## src/rtl/egg_timer_ctrl.sv

```systemverilog
// Egg timer control FSM: synchronizes and debounces the two active-low keys,
// then steps the set/ready/timer/flash sequence on the accepted presses.
module egg_timer_ctrl #(
    parameter int DEBOUNCE_CYCLES = 500000,
    parameter int CNT_W           = 20
) (
    input  logic       CLOCK_50,
    input  logic       reset,
    input  logic [1:0] KEY,
    input  logic       timeout,
    output logic [3:0] state,
    output logic [1:0] key_press
);

    typedef enum logic [3:0] {
        ST_SET_SEC     = 4'h0,
        ST_SET_MIN     = 4'h1,
        ST_TIMER       = 4'h2,
        ST_READY       = 4'h3,
        ST_RESET       = 4'h4,
        ST_FLASH       = 4'h5,
        ST_SEC_MIN     = 4'h7,
        ST_READY_TIMER = 4'h9,
        ST_MIN_READY   = 4'hA,
        ST_TIMER_READY = 4'hB
    } state_t;

    localparam logic [CNT_W-1:0] CNT_LAST = CNT_W'(DEBOUNCE_CYCLES - 1);

    state_t           cur_state;
    logic [1:0]       sync_1;
    logic [1:0]       sync_2;
    logic [1:0]       deb_level;
    logic [1:0]       deb_prev;
    logic [CNT_W-1:0] deb_cnt [2];

    // A level change is accepted only after DEBOUNCE_CYCLES consecutive mismatching samples.
    always_ff @(posedge CLOCK_50 or posedge reset) begin
        if (reset) begin
            sync_1     <= 2'b11;
            sync_2     <= 2'b11;
            deb_level  <= 2'b11;
            deb_prev   <= 2'b11;
            key_press  <= 2'b00;
            deb_cnt[0] <= '0;
            deb_cnt[1] <= '0;
        end else begin
            sync_1    <= KEY;
            sync_2    <= sync_1;
            deb_prev  <= deb_level;
            key_press <= deb_prev & ~deb_level;
            for (int i = 0; i < 2; i++) begin
                if (sync_2[i] != deb_level[i]) begin
                    if (deb_cnt[i] == CNT_LAST) begin
                        deb_level[i] <= sync_2[i];
                        deb_cnt[i]   <= '0;
                    end else begin
                        deb_cnt[i] <= deb_cnt[i] + 1'b1;
                    end
                end else begin
                    deb_cnt[i] <= '0;
                end
            end
        end
    end

    // Transient states last one cycle so the top level can latch values or swap the display.
    always_ff @(posedge CLOCK_50 or posedge reset) begin
        if (reset) begin
            cur_state <= ST_RESET;
        end else begin
            case (cur_state)
                ST_RESET:       cur_state <= ST_SET_SEC;
                ST_SET_SEC:     if (key_press[0]) cur_state <= ST_SEC_MIN;
                ST_SEC_MIN:     cur_state <= ST_SET_MIN;
                ST_SET_MIN:     if (key_press[0]) cur_state <= ST_MIN_READY;
                ST_MIN_READY:   cur_state <= ST_READY;
                ST_READY:       if (key_press[1]) cur_state <= ST_READY_TIMER;
                ST_READY_TIMER: cur_state <= ST_TIMER;
                ST_TIMER: begin
                    if (timeout)
                        cur_state <= ST_FLASH;
                    else if (key_press[1])
                        cur_state <= ST_TIMER_READY;
                end
                ST_TIMER_READY: cur_state <= ST_READY;
                ST_FLASH:       if (|key_press) cur_state <= ST_RESET;
                default:        cur_state <= ST_RESET;
            endcase
        end
    end

    assign state = cur_state;

endmodule
```

## config.mk

```make
export PLATFORM = sky130hd
export DESIGN_NAME = egg_timer_ctrl
export DESIGN_NICKNAME = d
export VERILOG_FILES = /design/src/rtl/egg_timer_ctrl.sv
export SDC_FILE = /design/constraint.sdc
export NUM_CORES = 1
export LEC_CHECK = 0
export CAP_MARGIN = 20
export CORE_ASPECT_RATIO = 0.7
export CORE_UTILIZATION = 50
export DETAILED_ROUTE_END_ITERATION = 12
export DONT_BUFFER_PORTS = 1
export PLACE_DENSITY = 0.67
export SKIP_CTS_REPAIR_TIMING = 1
export SYNTH_ARGS = -nofsm -noshare
export SYNTH_HDL_FRONTEND = slang
export SYNTH_SLANG_ARGS = --single-unit
```

## constraint.sdc

```tcl
create_clock -name CLOCK_50 -period 6.03 [get_ports CLOCK_50]
set_input_delay 0.603 -clock CLOCK_50 [delete_from_list [all_inputs] [get_ports CLOCK_50]]
set_output_delay 0.603 -clock CLOCK_50 [all_outputs]
set_load 0.1 [all_outputs]
```

==> impl_results.md, run 1 <==
* Worst EP arrival at 2.37 ns
* Max-slew violation count at 0
* Worst Hold Class: input pin to flop
* R2R Path End: state[0]
* Reg2Reg Depth at 5
* CTS H-tree lvls at 2
* Status: finished clean
* Rows at 21
* Max Cap Violations at 0
* WL met2 at 1841 um
* Cell-internal power at 455.9 uW
* Pre-CTS setup slack at 3.833 ns
* Max Root-Sink Buffers at 2
* Die X at 88.44 um
* Switching Fraction at 22.21%
* Fmax at 0.4554 GHz
* Drt wl/cell at 14.34 um
* Post-Syn Area at 2615 um2
* Hold Violations, Final at 0
* Post-layout minimum cycle time at 2.196 ns
* Initial antenna violation count at 0
* Clock sink count at 54
* Least-Margin Pin Slew at 1.096 ns
* Power share of the combinational group at 3.6%
* Grt total ovfl at 0
* Number of synthesized flops with an enable pin at 0
* PD cells at 210.7 nW/um2
* Share of the synthesized area in the top cell type at 43.06%
* DRC viols at 0
* Net Sw Power at 130.2 uW
* Antenna viol nets, final at 0
* Initial core utilization at 53.22%
* Slew Limit Headroom at 26.93%
* Post-Syn Nets at 269
* CP Cell Sequence: buf_6 -> nand2b_1 -> a2111oi_0 -> or4_1 -> o221ai_1
* Drt pass-1 iters at 4
* Sequential power share at 63.5%
* Vias in the first global route at 1,765
* Slowest cell on the critical path: dfrtp_1
* Fraction of registers with async set/reset at 100.0%
* Crit-path max cell delay at 1.01 ns
* Critical path launch point: state[0]
* Max layer used: met4
* #FFs+latches synth at 54
* Die area at 5528 um2
* Critical path class: flop to flop
* Post-Syn Instances at 262
* Area leader, netlist: dfrtp_1
* Commonest cells in the netlist: dfrtp_1, nor2_1, xnor2_1, nand3_1, nand2_1
* CORE AREA at 4913 um2
* Final setup violation count at 0
* R2R setup slack at 3.83 ns
* Ant. Diodes at 0
* Power Total at 586.1 uW
* Clock Latency Late Sink at 0.30 ns
* HPWL after DPL at 3278 um
* Area growth syn-to-layout at 6.364%
* Largest net degree at the start of global routing at 55
* Met3 WL at 256 um
* Clock Power Share at 32.9%
* Setup tns final at 0 ns
* Avg Cell Area, Syn at 9.981 um2
* Post-synth top flop: dfrtp_1
* Root Buffer: clkbuf_8
* Multi-input logic area at 1177 um2
* Core Util, Final at 56.61%
* Initial DRC Count at 85
* Drt via density at 5.586
* Clock Skews at 0.004835 ns
* RSZ-0062 raised after global routing: false
* Worst-path maximum fanout at 8
* Synth top area cells: dfrtp_1, dfstp_2, xnor2_1
* Num CTS Buffers at 5
* Startpoint Class: flop
* Total track usage at 19.69%
* Via count at 1,877
* M1 WL at 2685 um
* Port buffer count at 0
* WP data required at 6.20 ns
* Reg-to-Reg Start: state[0]
* Crit path capture: state[0]
* FILL cells at 446
* Delay-heaviest family, CP: flip-flops
* Final WL at 4819 um
* CP Capture Type: flop
* Fin crit share at 36.42%
* Levels on crit path at 5
* CP bufs+invs at 1
* Storage cell area at 1363 um2
* Synth warn at 0
* Fin worst setup slack at 3.834 ns
* Peak supply drop at 0.1504 mV
* LEAKAGE at 1.076 nW
* Worst-path clk slew at 0.09 ns
* IO Pins at 11
* Sequential-to-total area share from yosys stat at 52.11%
* Layout net count at 273
* Cell variety after synth at 42
* Layout cell share with drive strength beyond 1 at 10.11%
* CTS tree: yes
* First-pass GRT wire length at 8355 um
* Die Y at 62.51 um
* Most instantiated library cell after synthesis: dfrtp_1
* GPL Wtd Cong at 0.7940
==> per-stage QoR <==
stage	hold slack, ns	std cells	area, um2
after detailed placement	0.3478	327	2690
after global placement	0.3475	327	2690
after global routing	0.2747	336	2781
final	0.2975	336	2781
after floorplan	0.3452	262	2615
after CTS	0.2884	335	2770
==> area by class of cell <==
cell class,count,area share (%)
Sequential cell,54,48.99
Multi-Input combinational cell,189,42.33
Tap cell,69,3.104
Clock buffer,8,2.879
Inverter,13,1.754
Timing Repair Buffer,3,0.9447
==> worst reg2reg max path: stages, from the launching register on <==
cell       delay (ns)
dfrtp_1          1.01
buf_6            0.23
nand2b_1         0.06
a2111oi_0        0.46
or4_1            0.21
o221ai_1         0.12
==> worst min path at each step <==
stage                    from        end  slack, ns  cells past startpoint
finish                 KEY[0]  sync_1[0]       0.30                      0
global route           KEY[0]  sync_1[0]       0.27                      0
CTS                    KEY[0]  sync_1[0]       0.29                      0
detailed placement  sync_1[0]  sync_2[0]       0.35                      0
global placement    sync_1[0]  sync_2[0]       0.35                      0
floorplan           sync_1[0]  sync_2[0]       0.35                      0
==> state kept, by name, indices dropped and copies added (netlist names) <==
signal     flops
deb_cnt       40
deb_level      2
deb_prev       2
key_press      2
state          4
sync_1         2
sync_2         2
==> power groups by stage <==
| stage | Clock, mW | Sequential, mW | Combinational [mW] |
|---|---|---|---|
| after detailed placement | 0 | 0.379 | 0.0215 |
| after CTS | 0.200 | 0.372 | 0.0216 |
| final | 0.193 | 0.372 | 0.0208 |
| after global placement | 0 | 0.379 | 0.0215 |
| after global routing | 0.214 | 0.373 | 0.0252 |
| after floorplan | 0 | 0.378 | 0.0161 |
==> kinds of logic after synthesis <==
family	Yosys count	share of synthesized area, %
AOI/OAI and AO/OA	31	7.561
xor gates and xnor gates	29	9.713
adders and majority gates	2	0.9568
buffers and inverters	19	2.871
DFF	54	52.11
muxes	2	0.8612
and+or+nand+nor	125	25.93
==> layout by cell type (no fill, tap or decap), types with 3 or more instances in the layout <==
| cell | synthesis | routed |
|---|---|---|
| xor2_1 | 7 | 7 |
| nor3_1 | 11 | 11 |
| nor2_1 | 38 | 38 |
| nand2_1 | 14 | 14 |
| nand4_1 | 9 | 9 |
| nor4b_1 | 4 | 4 |
| dfstp_2 | 9 | 9 |
| dfrtp_1 | 45 | 45 |
| clkbuf_1 | 3 | 3 |
| or4_1 | 4 | 4 |
| o21ai_0 | 8 | 8 |
| or3_1 | 4 | 4 |
| nor2b_1 | 3 | 3 |
| clkbuf_8 | 0 | 5 |
| inv_1 | 13 | 12 |
| a21oi_1 | 12 | 12 |
| nor4_1 | 7 | 7 |
| nand3_1 | 16 | 16 |
| xnor2_1 | 22 | 22 |
==> per-layer routing <==
metal,up-vias,GRT usage (%)
met5,-,0
met4,0,5.444
met3,2,5.020
met2,40,24.71
met1,903,32.69
li1,932,-
Power figures use the tool's default switching activity.
==> run 2: changes to the inputs <==
--- a/config.mk
+++ b/config.mk
@@ -10,7 +10,7 @@
 export CORE_UTILIZATION = 50
 export DETAILED_ROUTE_END_ITERATION = 12
 export DONT_BUFFER_PORTS = 1
-export PLACE_DENSITY = 0.67
+export PLACE_DENSITY = 0.7
 export SKIP_CTS_REPAIR_TIMING = 1
 export SYNTH_ARGS = -nofsm -noshare
 export SYNTH_HDL_FRONTEND = slang
==> constraint.sdc (replaced) <==
create_clock -name CLOCK_50 -period 2 [get_ports CLOCK_50]
set_input_delay 0.2 -clock CLOCK_50 [delete_from_list [all_inputs] [get_ports CLOCK_50]]
set_output_delay 0.2 -clock CLOCK_50 [all_outputs]
set_load 0.1 [all_outputs]
==> impl_results.md, run 2 (synthesized netlist as in run 1, its figures left out) <==
* Worst EP arrival at 2.15 ns (-0.22 ns)
* Hold Violations, Final at 0 (unchanged)
* Setup tns final at 0 ns (unchanged)
* Initial antenna violation count at 0 (unchanged)
* Commonest non-fill, non-tap cell in the layout: dfrtp_1
* Ant. Diodes at 0 (unchanged)
* Max-slew violation count at 0 (unchanged)
* Final Cell Area at 2963 um2 (+6.5%)
* R2R Path End: deb_cnt[38]
* GPL Wtd Cong at 0.8297 (+4.5%)
* CORE AREA at 4913 um2 (unchanged)
* DRC viols at 0 (unchanged)
* IO Pins at 11 (unchanged)
* Rows at 21 (unchanged)
* Post-layout minimum cycle time at 1.917 ns (-0.2789 ns)
* Fin worst setup slack at 0.08305 ns (-3.751 ns)
* Crit-path max cell delay at 0.58 ns (-0.43 ns)
* CTS H-tree lvls at 2 (unchanged)
* Pre-CTS setup slack at 0.02822 ns (-3.805 ns)
* Total track usage at 19.89% (+0.20 points)
* Max Cap Violations at 0 (unchanged)
* Slew Limit Headroom at 56.96% (+30 points)
* Worst-path clk slew at 0.10 ns (about the same)
* Max Root-Sink Buffers at 2 (unchanged)
* Peak supply drop at 0.6431 mV (+330%)
* Placed cell area at 2839 um2 (+5.5%)
* Layout net count at 294 (+7.7%)
* Clock Skews at 0.01055 ns (+0.005716 ns)
* WP data required at 2.23 ns (-3.97 ns)
* Fmax at 0.5217 GHz (+15%)
* HPWL after DPL at 3515 um (+7.2%)
* Worst Hold Depth at 3 (+3)
* Via count at 1,919 (+2.2%)
* PD cells at 600.9 nW/um2 (+190%)
* Die area at 5528 um2 (unchanged)
* CP Capture Type: flop
* Num CTS Buffers at 5 (unchanged)
* Final setup violation count at 0 (unchanged)
* Drt via density at 5.375 (-3.8%)
* Largest net degree at the start of global routing at 34 (-38%)
* CP Cell Sequence: ha_2 -> nand4_4 -> or4_4 -> or4_1 -> a21oi_1
* Final WL at 4826 um (+0.15%)
* LEAKAGE at 1.178 nW (+9.5%)
* Port buffer count at 0 (unchanged)
* Worst-path maximum fanout at 3 (-5)
* Layout cell share with drive strength beyond 1 at 16.67% (+6.6 points)
* Clock Latency Late Sink at 0.30 ns (about the same)
* First-pass GRT wire length at 8535 um (+2.2%)
* Status: finished clean
* Die Y at 62.51 um (unchanged)
* Reg2Reg Depth at 5 (unchanged)
* Critical path class: flop to flop
* Most frequent cells in the layout: dfrtp_1, nor2_1, xnor2_1, buf_4, nand3_1
* Root Buffer: clkbuf_8
* Clock sink count at 54 (unchanged)
* Vias in the first global route at 1,820 (+3.1%)
* Area growth syn-to-layout at 13.30%
* Grt total ovfl at 0 (unchanged)
* Initial DRC Count at 143 (+68%)
* CTS tree: yes
* Drt pass-1 iters at 4 (unchanged)
* Most flops, register: deb_cnt
* FILL cells at 416 (-6.7%)
* Drt wl/cell at 13.52 um (-5.7%)
* Least-Margin Pin Slew at 0.6446 ns (-0.4514 ns)
* RSZ-0062 raised after global routing: false
* Worst Hold Class: input pin to flop
* Die X at 88.44 um (unchanged)
* Slowest cell on the critical path: or4_4
* Reg-to-Reg Start: deb_cnt[21]
* Min-Delay Endpoint: state[3]
* Startpoint Class: flop
* Antenna viol nets, final at 0 (unchanged)
* Hold_sp: timeout
* Max reg flops at 40 (unchanged)
* R2R setup slack at 0.08 ns (-3.75 ns)
* Fin crit share at 95.85% (+59 points)
* Initial core utilization at 53.22% (unchanged)
[run 2: stage by stage]
step           total power, mW  cells  hold slack (ns)  utilization, %
2_1_floorplan            1.189    262           0.2045               -
3_3_place_gp             1.217    345           0.2045           57.78
3_5_place_dp             1.218    345           0.2045           57.78
4_1_cts                  1.793    353          -0.1146           59.41
5_1_grt                  1.858    357           0.1523           60.30
6_report                 1.780    357           0.1483           60.30
[run 2: power breakdown]
| part | switching (mW) | leakage, nW | internal (mW) |
|---|---|---|---|
| logic | 0.0509 | 0.428 | 0.0306 |
| clock network | 0.327 | 0.0395 | 0.250 |
| registers | 0.0132 | 0.711 | 1.11 |
| total | 0.391 | 1.18 | 1.39 |
[run 2: worst max-delay path by stage]
stage	startpoint	endpoint	slack [ns]
final	deb_cnt[21]	deb_cnt[38]	0.08
after floorplan	state[0]	state[0]	0.009
after detailed placement	deb_cnt[21]	deb_cnt[38]	0.03
after CTS	deb_cnt[21]	deb_cnt[38]	0.02
after global routing	deb_cnt[0]	deb_cnt[18]	0.005
after global placement	deb_cnt[21]	deb_cnt[38]	0.08
[run 2: critical path, delay by kind of cell, from the launching register on]
family,cells,cell delay [ns]
adder cells (fa/ha/maj),1,0.24
AO/OA/AOI/OAI,1,0.15
flip-flops,1,0.38
AND/OR/NAND/NOR,3,1.10
[run 2: routing by layer]
metal | GRT usage [%] | part of all wire [%]
met4 | 2.419 | 0.46
met1 | 33.63 | 56
met2 | 26.06 | 37
met5 | 0 | 0
met3 | 4.756 | 5.7
[run 2: layout make-up]
class | count | area [um2] | area share [%]
clock buffer | 8 | 80.08 | 2.703
inverter | 13 | 48.80 | 1.647
multi-input combinational | 189 | 1184 | 39.95
sequential | 54 | 1364 | 46.03
tap | 69 | 86.33 | 2.914
timing repair buffer | 24 | 200.2 | 6.757
==> RTL edit 1: new RTL, config.mk and constraints of run 2 <==
Set the parameter `CNT_W` to 10 (it was 20).
--- a/src/rtl/egg_timer_ctrl.sv
+++ b/src/rtl/egg_timer_ctrl.sv
@@ -2,7 +2,7 @@
 // then steps the set/ready/timer/flash sequence on the accepted presses.
 module egg_timer_ctrl #(
     parameter int DEBOUNCE_CYCLES = 500000,
-    parameter int CNT_W           = 20
+    parameter int CNT_W           = 10
 ) (
     input  logic       CLOCK_50,
     input  logic       reset,
Function: no difference found for any inputs over 10 cycles, from zero or initial values and one cycle with reset high; that may be too few to reach the edited logic, so the function may still have changed.
==> RTL edit 1 against run 2 <==
Combinational power is 32% lower; routed wire length decreased by 42%; setup slack improved by 0.34 ns; clock power decreased by 19%; sequential cell count decreased by 20; cell count is 45% lower; core utilization up 1.4 points; power is 30% lower; synthesized cell count is 45% lower; area after synthesis decreased by 39%; design area is 39% lower; count of clock-buffer cells in the layout decreased by 2; critical endpoint is now deb_cnt[19]; largest power group unchanged; highest routed layer unchanged.
==> RTL edit 1: results (changes against run 2) <==
Tot GR Track Use = 17.56% (-2.3 points)
Largest net degree at the start of global routing = 35 (+2.9%)
Avg Cell Area, Syn = 11.07 um2 (+11%)
Worst EP arrival = 1.72 ns (-0.43 ns)
Yosys cell types = 38 (-9.5%)
Worst-path fanout max = 6 (+3)
Worst R2R End = deb_cnt[19]
Met3 usage = 4.959% (+0.20 points)
Clock Pin Slew Worst Setup and Hold Paths = 0.06 ns (-0.04 ns)
RePlAce Congestion = 0.7678 (-7.5%)
Peak supply drop = 0.0005201 V (-19%)
Final Skew = 0.006072 ns (-0.004479 ns)
Int Pwr = 0.9676 mW (-30%)
Leakage power = 0.7423 nW (-37%)
Synth area leaders = dfrtp_1 (39%), dfstp_2 (15%), xor2_1 (3.3%)
Number of global-route vias before repair = 1066 (-41%)
Global-route wire length before repair = 4609 um (-46%)
Max FFs per register = 20 (-50%)
Fin cells = 196 (-45%)
Layout Nets = 166 (-44%)
GR Layer Usage met1 = 22.73% (-11 points)
Met2 usage = 28.64% (+2.6 points)
Critical path launch point = deb_cnt[16]
Post-synth top cells = dfrtp_1 (25), a21oi_1 (10), nor2_1 (10), dfstp_2 (9), nand3_1 (8)
R2R setup slack = 0.42 ns (+0.34 ns)
Post-Syn Nets = 152 (-43%)
DR WL/cell = 14.30 um (+5.8%)
Dpl cells = 185 (-46%)
DR vias = 1164 (-39%)
Final hold slack = 0.2222 ns (+0.07388 ns)
Worst r2r path cells = 3 (-2)
Part of the Yosys area used for sequential elements = 53.70% (+1.6 points)
Share of post-route cells with drive strength above 1 = 20.63% (+4.0 points)
Status = finished, final reports clean
Detail Placement HPWL = 1958 um (-44%)
Slowest CP cell = or4b_4
Slew headroom = 66.12% (+9.2 points)
## RTL edit 1: cell type report
class | count | area, um2
Clock inverter | 2 | 10.01
Tap cell | 36 | 45.04
Fill cell | 248 | 1120
Sequential cell | 34 | 862.1
Multi-Input combinational cell | 102 | 708.2
Inverter | 6 | 22.52
Clock buffer | 6 | 72.57
Timing Repair Buffer | 10 | 82.58
## RTL edit 1: layer usage
| metal | up-vias | share of wire, % |
|---|---|---|
| met5 | - | 0 |
| met4 | 0 | 0.46 |
| met3 | 2 | 4.4 |
| met2 | 25 | 48 |
| met1 | 578 | 47 |
| li1 | 559 | - |
## RTL edit 1: worst min path at each step
stage	startpoint	to	cells after the start
after global routing	timeout	state[2]	3
after detailed placement	KEY[0]	sync_1[0]	0
after CTS	reset	deb_cnt[13]	2
after floorplan	KEY[0]	sync_1[0]	0
final	timeout	state[2]	3
after global placement	reset	deb_cnt[7]	2
## RTL edit 1: worst min-delay path: stages
cell and delay (ns):
nand2b_1 0.05, a21oi_1 0.06, o22a_1 0.19
## RTL edit 1: power groups by stage
| stage | registers, mW | logic, mW | clock network, mW |
|---|---|---|---|
| after floorplan | 0.728 | 0.0405 | 0 |
| after global placement | 0.731 | 0.0495 | 0 |
| after detailed placement | 0.732 | 0.0522 | 0 |
| after CTS | 0.720 | 0.0523 | 0.491 |
| after global routing | 0.722 | 0.0636 | 0.518 |
| final | 0.720 | 0.0551 | 0.469 |
## RTL edit 1: logic make-up after synthesis
| group | share of synthesized area, % |
|---|---|
| and+or+nand+nor | 21.05 |
| DFF | 53.70 |
| xor gates and xnor gates | 5.456 |
| muxes | 1.403 |
| buffers and inverters | 2.182 |
| AOI/OAI and AO/OA | 14.65 |
| adders and majority gates | 1.559 |
## RTL edit 1: per-stage QoR
| stage | setup slack [ns] | instance area (um2) |
|---|---|---|
| 2_1_floorplan | 0.1540 | 1605 |
| 3_3_place_gp | 0.4825 | 1690 |
| 3_5_place_dp | 0.4295 | 1690 |
| 4_1_cts | 0.4203 | 1773 |
| 5_1_grt | 0.3528 | 1803 |
| 6_report | 0.4242 | 1803 |
==> RTL edit 2: new RTL, settings of run 2 <==
Without the edit above. Add an input register stage for `KEY` and `timeout`, cleared by the reset; this delays them by one clock.
--- a/src/rtl/egg_timer_ctrl.sv
+++ b/src/rtl/egg_timer_ctrl.sv
@@ -27,6 +27,19 @@
 
     localparam logic [CNT_W-1:0] CNT_LAST = CNT_W'(DEBOUNCE_CYCLES - 1);
 
+    logic [1:0] KEY_q;
+    logic timeout_q;
+
+    always_ff @(posedge CLOCK_50 or posedge reset) begin
+        if (reset) begin
+            KEY_q     <= '0;
+            timeout_q <= '0;
+        end else begin
+            KEY_q     <= KEY;
+            timeout_q <= timeout;
+        end
+    end
+
     state_t           cur_state;
     logic [1:0]       sync_1;
     logic [1:0]       sync_2;
@@ -45,7 +58,7 @@
             deb_cnt[0] <= '0;
             deb_cnt[1] <= '0;
         end else begin
-            sync_1    <= KEY;
+            sync_1    <= KEY_q;
             sync_2    <= sync_1;
             deb_prev  <= deb_level;
             key_press <= deb_prev & ~deb_level;
@@ -78,7 +91,7 @@
                 ST_READY:       if (key_press[1]) cur_state <= ST_READY_TIMER;
                 ST_READY_TIMER: cur_state <= ST_TIMER;
                 ST_TIMER: begin
-                    if (timeout)
+                    if (timeout_q)
                         cur_state <= ST_FLASH;
                     else if (key_press[1])
                         cur_state <= ST_TIMER_READY;
Function: no difference found for any inputs over 10 cycles, from zero or initial values and one cycle with reset high; that may be too few to reach the edited logic, so the function may still have changed.
==> RTL edit 2 against run 2 <==
Area after synthesis up 2.8%; critical endpoint unchanged; highest routed layer unchanged; setup slack better by 0.056 ns; clock skew down 0.0051 ns; clock power up 80%; sequential cell count up 3; design area up 7.3%; largest cell class unchanged; power up 30%; routed wire length up 2.7%.
==> RTL edit 2: results (changes against run 2) <==
Status = finished, final reports clean
Min-Delay Path Class = input pin to asynchronous set/reset pin
Number of global-route vias before repair = 1766 (-3.0%)
Root Buffer = clkbuf_8
Mux cell area share after synthesis = 0.8380% (-0.023 points)
Fillers = 407 (-2.2%)
Avg Cell Area, Syn = 10.07 um2 (+0.85%)
Biggest register = deb_cnt
Largest net degree at the start of global routing = 38 (+12%)
Tot GR Track Use = 20.39% (+0.50 points)
Via-to-Cell Ratio = 5.300 (-1.4%)
Worst skew pair latency = 0.34 ns (+0.04 ns)
Global-route wire length before repair = 8431 um (-1.2%)
Final Skew = 0.005430 ns (-0.005122 ns)
Inserted Diodes = 0 (unchanged)
Comb pwr share = 3.8% (-0.8 points)
Synth area leaders = dfrtp_1 (45%), dfstp_2 (8.8%), xnor2_1 (7.2%)
IO Port Bufs = 0 (unchanged)
DRC violation total after the first TritonRoute iteration = 196 (+37%)
Peak supply drop = 0.0007177 V (+12%)
Synth Area in Compound Gates = 5.866% (-1.7 points)
RePlAce Congestion = 0.8028 (-3.2%)
Htree depth = 3 (+1)
Worst-path fanout max = 3 (unchanged)
Detail Placement HPWL = 3400 um (-3.3%)
Yosys warnings = 0 (unchanged)
Post-Synth XOR/XNOR Area = 10.43% (+0.72 points)
Worst EP arrival = 2.13 ns (-0.02 ns)
Layout Nets = 303 (+3.1%)
Clock Pin Slew Worst Setup and Hold Paths = 0.07 ns (-0.03 ns)
R2R setup slack = 0.14 ns (+0.06 ns)
Bufs on Longest Clock Path = 2 (unchanged)
Slew headroom = 69.15% (+12 points)
Post-synth top cells = dfrtp_1 (48), nor2_1 (46), xnor2_1 (22), nand3_1 (14), nand2_1 (13)
Leakage power = 1.296 nW (+10%)
Yosys cell types = 35 (-17%)
Part of the Yosys area used for sequential elements = 53.49% (+1.4 points)
Post-Syn Nets = 274 (+1.9%)
Dpl cells = 348 (+0.87%)
DR vias = 1961 (+2.2%)
Max FFs per register = 40 (unchanged)
Post-Synth Adder-Cell Area = 0.9311% (-0.026 points)
Post-Route WL = 4955 um (+2.7%)
Clock buffer count from CTS = 9 (+4)
Sw Ratio = 23.24% (+1.3 points)
Async set-reset flop share out of synthesis = 100.0% (unchanged)
Share of post-route cells with drive strength above 1 = 21.26% (+4.6 points)
Clk pwr share = 44.9% (+13 points)
RTL edit 2: area by class of cell:
type | count | area (um2) | share of cell area, %
flip-flops and latches | 57 | 1441 | 45.35
multi-input cells | 189 | 1181 | 37.17
repair buffers | 28 | 232.7 | 7.323
clock buffers | 9 | 123.9 | 3.898
well taps | 69 | 86.33 | 2.717
clock inverters | 7 | 71.32 | 2.244
inverters | 11 | 41.29 | 1.299
RTL edit 2: through the flow:
stage               area (um2)  total power, mW  setup WS, ns  hold WS [ns]
floorplan                 2691            1.253       0.01744        0.2314
CTS                       3110            2.331       0.02513       -0.2435
global route              3178            2.424       0.02862        0.3509
finish                    3178            2.318        0.1392        0.3330
detailed placement        2915            1.284       0.01689        0.1275
global placement          2915            1.280        0.1185        0.1215
RTL edit 2: critical path, cell delays in order, from the launching register on:
cell and delay [ns]:
dfrtp_1 0.37, ha_1 0.17, nand4_1 0.15, or4_4 0.53, or4_1 0.41, a21oi_1 0.15
RTL edit 2: path summary, 6_finish.rpt:
kind / cells after the start / from / end
max: 5 / deb_cnt[21] / deb_cnt[38]
min: 2 / reset / deb_cnt[38]
max reg2reg: 5 / deb_cnt[21] / deb_cnt[38]
min reg2reg: 0 / KEY_q[1] / sync_1[1]
max in group asynchronous: 3 / reset / deb_level[0]
min in group CLOCK_50: 0 / KEY_q[1] / sync_1[1]
RTL edit 2: per-layer routing:
layer	global-route usage, %	up-vias	part of all wire, %
li1	-	978	-
met1	31.22	943	54
met2	25.19	34	39
met3	9.174	6	5.0
met4	6.548	0	1.4
met5	0	-	0
